<file path="config.mk">
export PLATFORM = sky130hd
export DESIGN_NAME = tribus_arbiter
export DESIGN_NICKNAME = d
export VERILOG_FILES = /design/src/rtl/tribus_arbiter.sv
export SDC_FILE = /design/constraint.sdc
export NUM_CORES = 1
export LEC_CHECK = 0
export CORE_AREA = 4 4 41 43
export DETAILED_ROUTE_END_ITERATION = 12
export DIE_AREA = 0 0 45 47
export DONT_BUFFER_PORTS = 1
export HOLD_SLACK_MARGIN = 0.06
export PLACE_DENSITY = 0.73
export SLEW_MARGIN = 20
export SYNTH_ARGS = -nofsm -noshare
export SYNTH_HDL_FRONTEND = slang
export SYNTH_SLANG_ARGS = --single-unit
</file>
<file path="constraint.sdc">
create_clock -name clk -period 1.5 [get_ports clk]
set_input_delay 0.3 -clock clk [delete_from_list [all_inputs] [get_ports clk]]
set_output_delay 0.3 -clock clk [all_outputs]
set_load 0.01 [all_outputs]
</file>
<file path="src/rtl/tribus_arbiter.sv">
// Round-robin owner arbiter for a bufif1 tri-state bus with keeper.
// Guarantees a TURN-cycle all-off gap between owners and bounds each tenure to MAX_HOLD cycles.
module tribus_arbiter #(
    parameter int N        = 4,
    parameter int TURN     = 1,
    parameter int MAX_HOLD = 8
) (
    input  logic                                 clk,
    input  logic                                 rst,
    input  logic [N-1:0]                         req,
    input  logic [N-1:0]                         done,
    output logic [N-1:0]                         grant,
    output logic [N-1:0]                         oe,
    output logic [((N > 1) ? $clog2(N) : 1)-1:0] owner,
    output logic                                 bus_idle,
    output logic                                 keep_en
);

    localparam int OW = (N > 1) ? $clog2(N) : 1;
    localparam int HW = (MAX_HOLD > 1) ? $clog2(MAX_HOLD) : 1;
    localparam int TW = (TURN > 1) ? $clog2(TURN) : 1;
    localparam logic [HW-1:0] HOLD_LAST = HW'(MAX_HOLD - 1);
    localparam logic [TW-1:0] TURN_LOAD = TW'(TURN - 1);

    typedef enum logic [1:0] {
        S_IDLE  = 2'd0,
        S_GRANT = 2'd1,
        S_TURN  = 2'd2
    } state_t;

    state_t        state, state_n;
    logic [N-1:0]  grant_n;
    logic [OW-1:0] owner_n;
    logic [OW-1:0] ptr, ptr_n;
    logic [HW-1:0] hold_cnt, hold_n;
    logic [TW-1:0] turn_cnt, turn_n;
    logic          arb;
    logic [OW:0]   pick;

    // Returns {found, index} of the first request after position p, wrapping mod N.
    function automatic logic [OW:0] rr_pick(input logic [N-1:0] r, input logic [OW-1:0] p);
        logic          found;
        logic [OW-1:0] sel;
        int            idx;
        found = 1'b0;
        sel   = '0;
        for (int k = 1; k <= N; k++) begin
            idx = (int'(p) + k) % N;
            if (!found && r[idx[OW-1:0]]) begin
                found = 1'b1;
                sel   = idx[OW-1:0];
            end
        end
        return {found, sel};
    endfunction

    always_ff @(posedge clk) begin
        if (rst) begin
            state    <= S_IDLE;
            grant    <= '0;
            owner    <= '0;
            ptr      <= OW'(N - 1);
            hold_cnt <= '0;
            turn_cnt <= '0;
        end else begin
            state    <= state_n;
            grant    <= grant_n;
            owner    <= owner_n;
            ptr      <= ptr_n;
            hold_cnt <= hold_n;
            turn_cnt <= turn_n;
        end
    end

    always_comb begin
        state_n = state;
        grant_n = grant;
        owner_n = owner;
        ptr_n   = ptr;
        hold_n  = hold_cnt;
        turn_n  = turn_cnt;
        arb     = 1'b0;
        pick    = rr_pick(req, ptr);
        case (state)
            S_IDLE: arb = 1'b1;
            S_GRANT: begin
                hold_n = hold_cnt + HW'(1);
                if (done[owner] || !req[owner] || hold_cnt == HOLD_LAST) begin
                    grant_n = '0;
                    turn_n  = TURN_LOAD;
                    state_n = S_TURN;
                end
            end
            S_TURN: begin
                // The final turnaround cycle doubles as an IDLE arbitration cycle.
                if (turn_cnt != '0) begin
                    turn_n = turn_cnt - TW'(1);
                end else begin
                    arb = 1'b1;
                end
            end
            default: state_n = S_IDLE;
        endcase
        if (arb) begin
            if (pick[OW]) begin
                grant_n                = '0;
                grant_n[pick[OW-1:0]] = 1'b1;
                owner_n                = pick[OW-1:0];
                ptr_n                  = pick[OW-1:0];
                hold_n                 = '0;
                state_n                = S_GRANT;
            end else begin
                state_n = S_IDLE;
            end
        end
    end

    // Enables come straight from registers so no driver ever sees a req-driven glitch.
    assign oe       = grant;
    assign bus_idle = (state != S_GRANT);
    assign keep_en  = bus_idle;

endmodule

</file>
==> results.md <==
- Status: finished, final reports clean
- Hold Crit Class: primary input to flip-flop
- Hold_buf cts: 0
- Distinct cells, synth: 27
- Resize count post-CTS: 0
- Row count: 13
- Synth area leaders: dfxtp_1, buf_4, a21oi_1
- Hold Path Stages: 1
- Total GRT Usage: 0.145
- Antenna-violating nets left: 0
- Hold Startpoint: rst
- Top cell by count, worst path: ha_1
- Worst slew margin relative to its limit: 0.788
- Slowest stage delay, CP: 330 ps
- Final worst-path cycle share: 0.965
- Layout cell share with drive strength beyond 1: 0.232
- Setup_tns: 0 ps
- PD cells: 1100 nW/um^2
- Async SR Flop Fraction: 0
- Clock Skews: 2.40 ps
- Total number of vias: 564
- Synth top area share: 0.386
- Critical-path top delay cell: dfxtp_1
- Storage element area: 262 sq um
- Final Core Density: 0.578
- Area Overhead vs Synth: 11.5%
- DR vias/cell: 5.81
- Num CTS Buffers: 3
- Core area: 1300 sq um
- Hold EP: state[0]$_SDFFE_PP0P_
- H-tree depth: 1
- DRT Pass-1 Iters: 4
- Die Y-Extent: 47 um
- Pins Over Slew Limit: 0
- CTS tree: yes
- Syn_nets: 90
- Final nets: 95
- Critical path class: flip-flop to flip-flop
- CTS Buffer Depth: 2
- Multi-input logic area: 385 sq um
- P_leak: between 0.0002 and 0.0003 uW
- Flop-to-flop setup slack: 50 ps
- Die Wd: 45 um
- Syn Inst Count: 78
- Final hold violations: 0
- Root Driver: clkbuf_4
- Fill count: 126
- Reg2Reg Depth: 5
- Placed Area: 693 sq um
- Post-CTS setup buffer count: 0
- Post-Syn Area: 674 sq um
- VDD IR max: 0.552 mV
- Post-Route WL: 1380 um
- DP HPWL: 1110 um
- CTS Sinks: 13
- Prevailing post-synth register cell: dfxtp_1
- Reg2reg end: grant[1]$_SDFF_PP0_
- CP arrival: 1630 ps
- Slew of the pin with the lowest slew margin: 317 ps
- Post-route cell area: 752 sq um
- IO Count: 22
- CP Depth: 5
- CTS clk-pin slew, worst paths: approximately 80 ps
- Drt initial violations: 10
- Clock latency on the worst-skew pair: 270 ps
- Gpl congestion: 0.779
- CP Max Fanout: 3
- Number of synthesized register bits: 13
- CP delay by family, top: compound AO/OA/AOI/OAI gates
- Max Freq: 0.691 GHz
- Number of flops mapped to enable cells by yosys: 0
- Final setup fails: 0
- Die ar.: 2120 sq um
- CP endpoint kind: flip-flop
- Vias in the first global route: approximately 550
- Most common cell in the netlist: dfxtp_1
- Period minus WS final: 1450 ps
- Seq/Total Area, Yosys: 0.386
- Crit path cell chain: ha_1, ha_1, a221oi_4, a21oi_2, o32ai_2
- Maxcap violations: 0
- Port Buffers: 0
- Ys Warns: 0
- Top cells by count, synth: dfxtp_1, nand2_1, nor2_1, a21oi_1, inv_1
- Worst EP required: between 1500 and 2000 ps
- # diodes: 0
- Avg Cell Area, Syn: 8.65 sq um
- Largest net degree at the start of global routing: 8
- GRT Residual Overflow: 0
- Buffers & Inverters on Critical Path: 0
- Global-route wire length before repair: 2210 um
- CP Launch Type: flip-flop
- Reg-to-reg startpoint: hold_cnt[0]$_SDFF_PP0_
- Cell taking the most area after synthesis: dfxtp_1
- Drt drc: 0
- Wirelength per Cell: 14.2 um
- Initial antenna violation count: 0
- Initial Utilization: 0.518
per-stage QoR:
step / setup WS, ps / total power [uW] / cells / hold slack [ps]
floorplan: 180 / 565 / 78 / 369
global placement: 139 / 600 / 93 / 370
detailed placement: 54.3 / 607 / 93 / 378
CTS: 36.7 / 811 / 97 / 94.9
global route: -18.8 / 878 / 97 / 81.6
finish: 52.6 / 830 / 97 / 94.2
area by class of cell:
type                    instances  share of cell area
flip-flops and latches         13               0.348
repair buffers                  5              0.0499
well taps                      15              0.0250
clock buffers                   4              0.0349
multi-input cells              54               0.512
inverters                       6              0.0300
power by group:
group | total [uW] | switching [uW] | internal (uW)
Combinational | 204 | 109 | 94.4
Sequential | 418 | 41.2 | 377
Clock | 209 | 106 | 103
worst max path at each step:
stage	startpoint	to	slack [ps]
floorplan	hold_cnt[0]$_SDFF_PP0_	grant[1]$_SDFF_PP0_	180
global placement	hold_cnt[0]$_SDFF_PP0_	grant[3]$_SDFF_PP0_	140
detailed placement	hold_cnt[0]$_SDFF_PP0_	grant[1]$_SDFF_PP0_	50
CTS	hold_cnt[0]$_SDFF_PP0_	grant[1]$_SDFF_PP0_	40
global route	hold_cnt[0]$_SDFF_PP0_	grant[1]$_SDFF_PP0_	-20
finish	hold_cnt[0]$_SDFF_PP0_	grant[1]$_SDFF_PP0_	50
cells by family after synthesis:
family / after synthesis / share of synthesized area
xor gates and xnor gates: 1 / 0.0130
adders and majority gates: 2 / 0.0371
muxes: 1 / 0.0148
and+or+nand+nor: 28 / 0.208
AOI/OAI and AO/OA: 22 / 0.252
DFF: 13 / 0.386
buffers and inverters: 11 / 0.0891
metal layers:
| layer | up-vias | global-route usage | routed length, um | share of wire |
|---|---|---|---|---|
| met2 | 16 | 0.229 | 641 | 0.47 |
| met1 | 267 | 0.169 | 579 | 0.42 |
| met4 | 0 | 0.0585 | 12 | 0.0087 |
| li1 | 279 | - | - | - |
| met3 | 2 | 0.0690 | 141 | 0.10 |
| met5 | - | 0 | 0 | 0 |
state kept, by name, indices dropped and copies added, names as in the netlist:
name and count:
hold_cnt 3, owner 2, ptr 2, grant 4
state 2
placed cells by master (no fill, tap or decap), types with 2 or more instances in the layout:
cell and n:
dfxtp_1 12, nand2_1 8, nor2_1 8, inv_1 6
a21oi_1 6, nand2b_1 5, buf_4 5, clkbuf_4 3
a21o_2 2, o211ai_1 2, a32o_1 2, nor3_1 2
o32ai_2 2, ha_1 2
No activity file was read; power rests on OpenSTA's default activity.
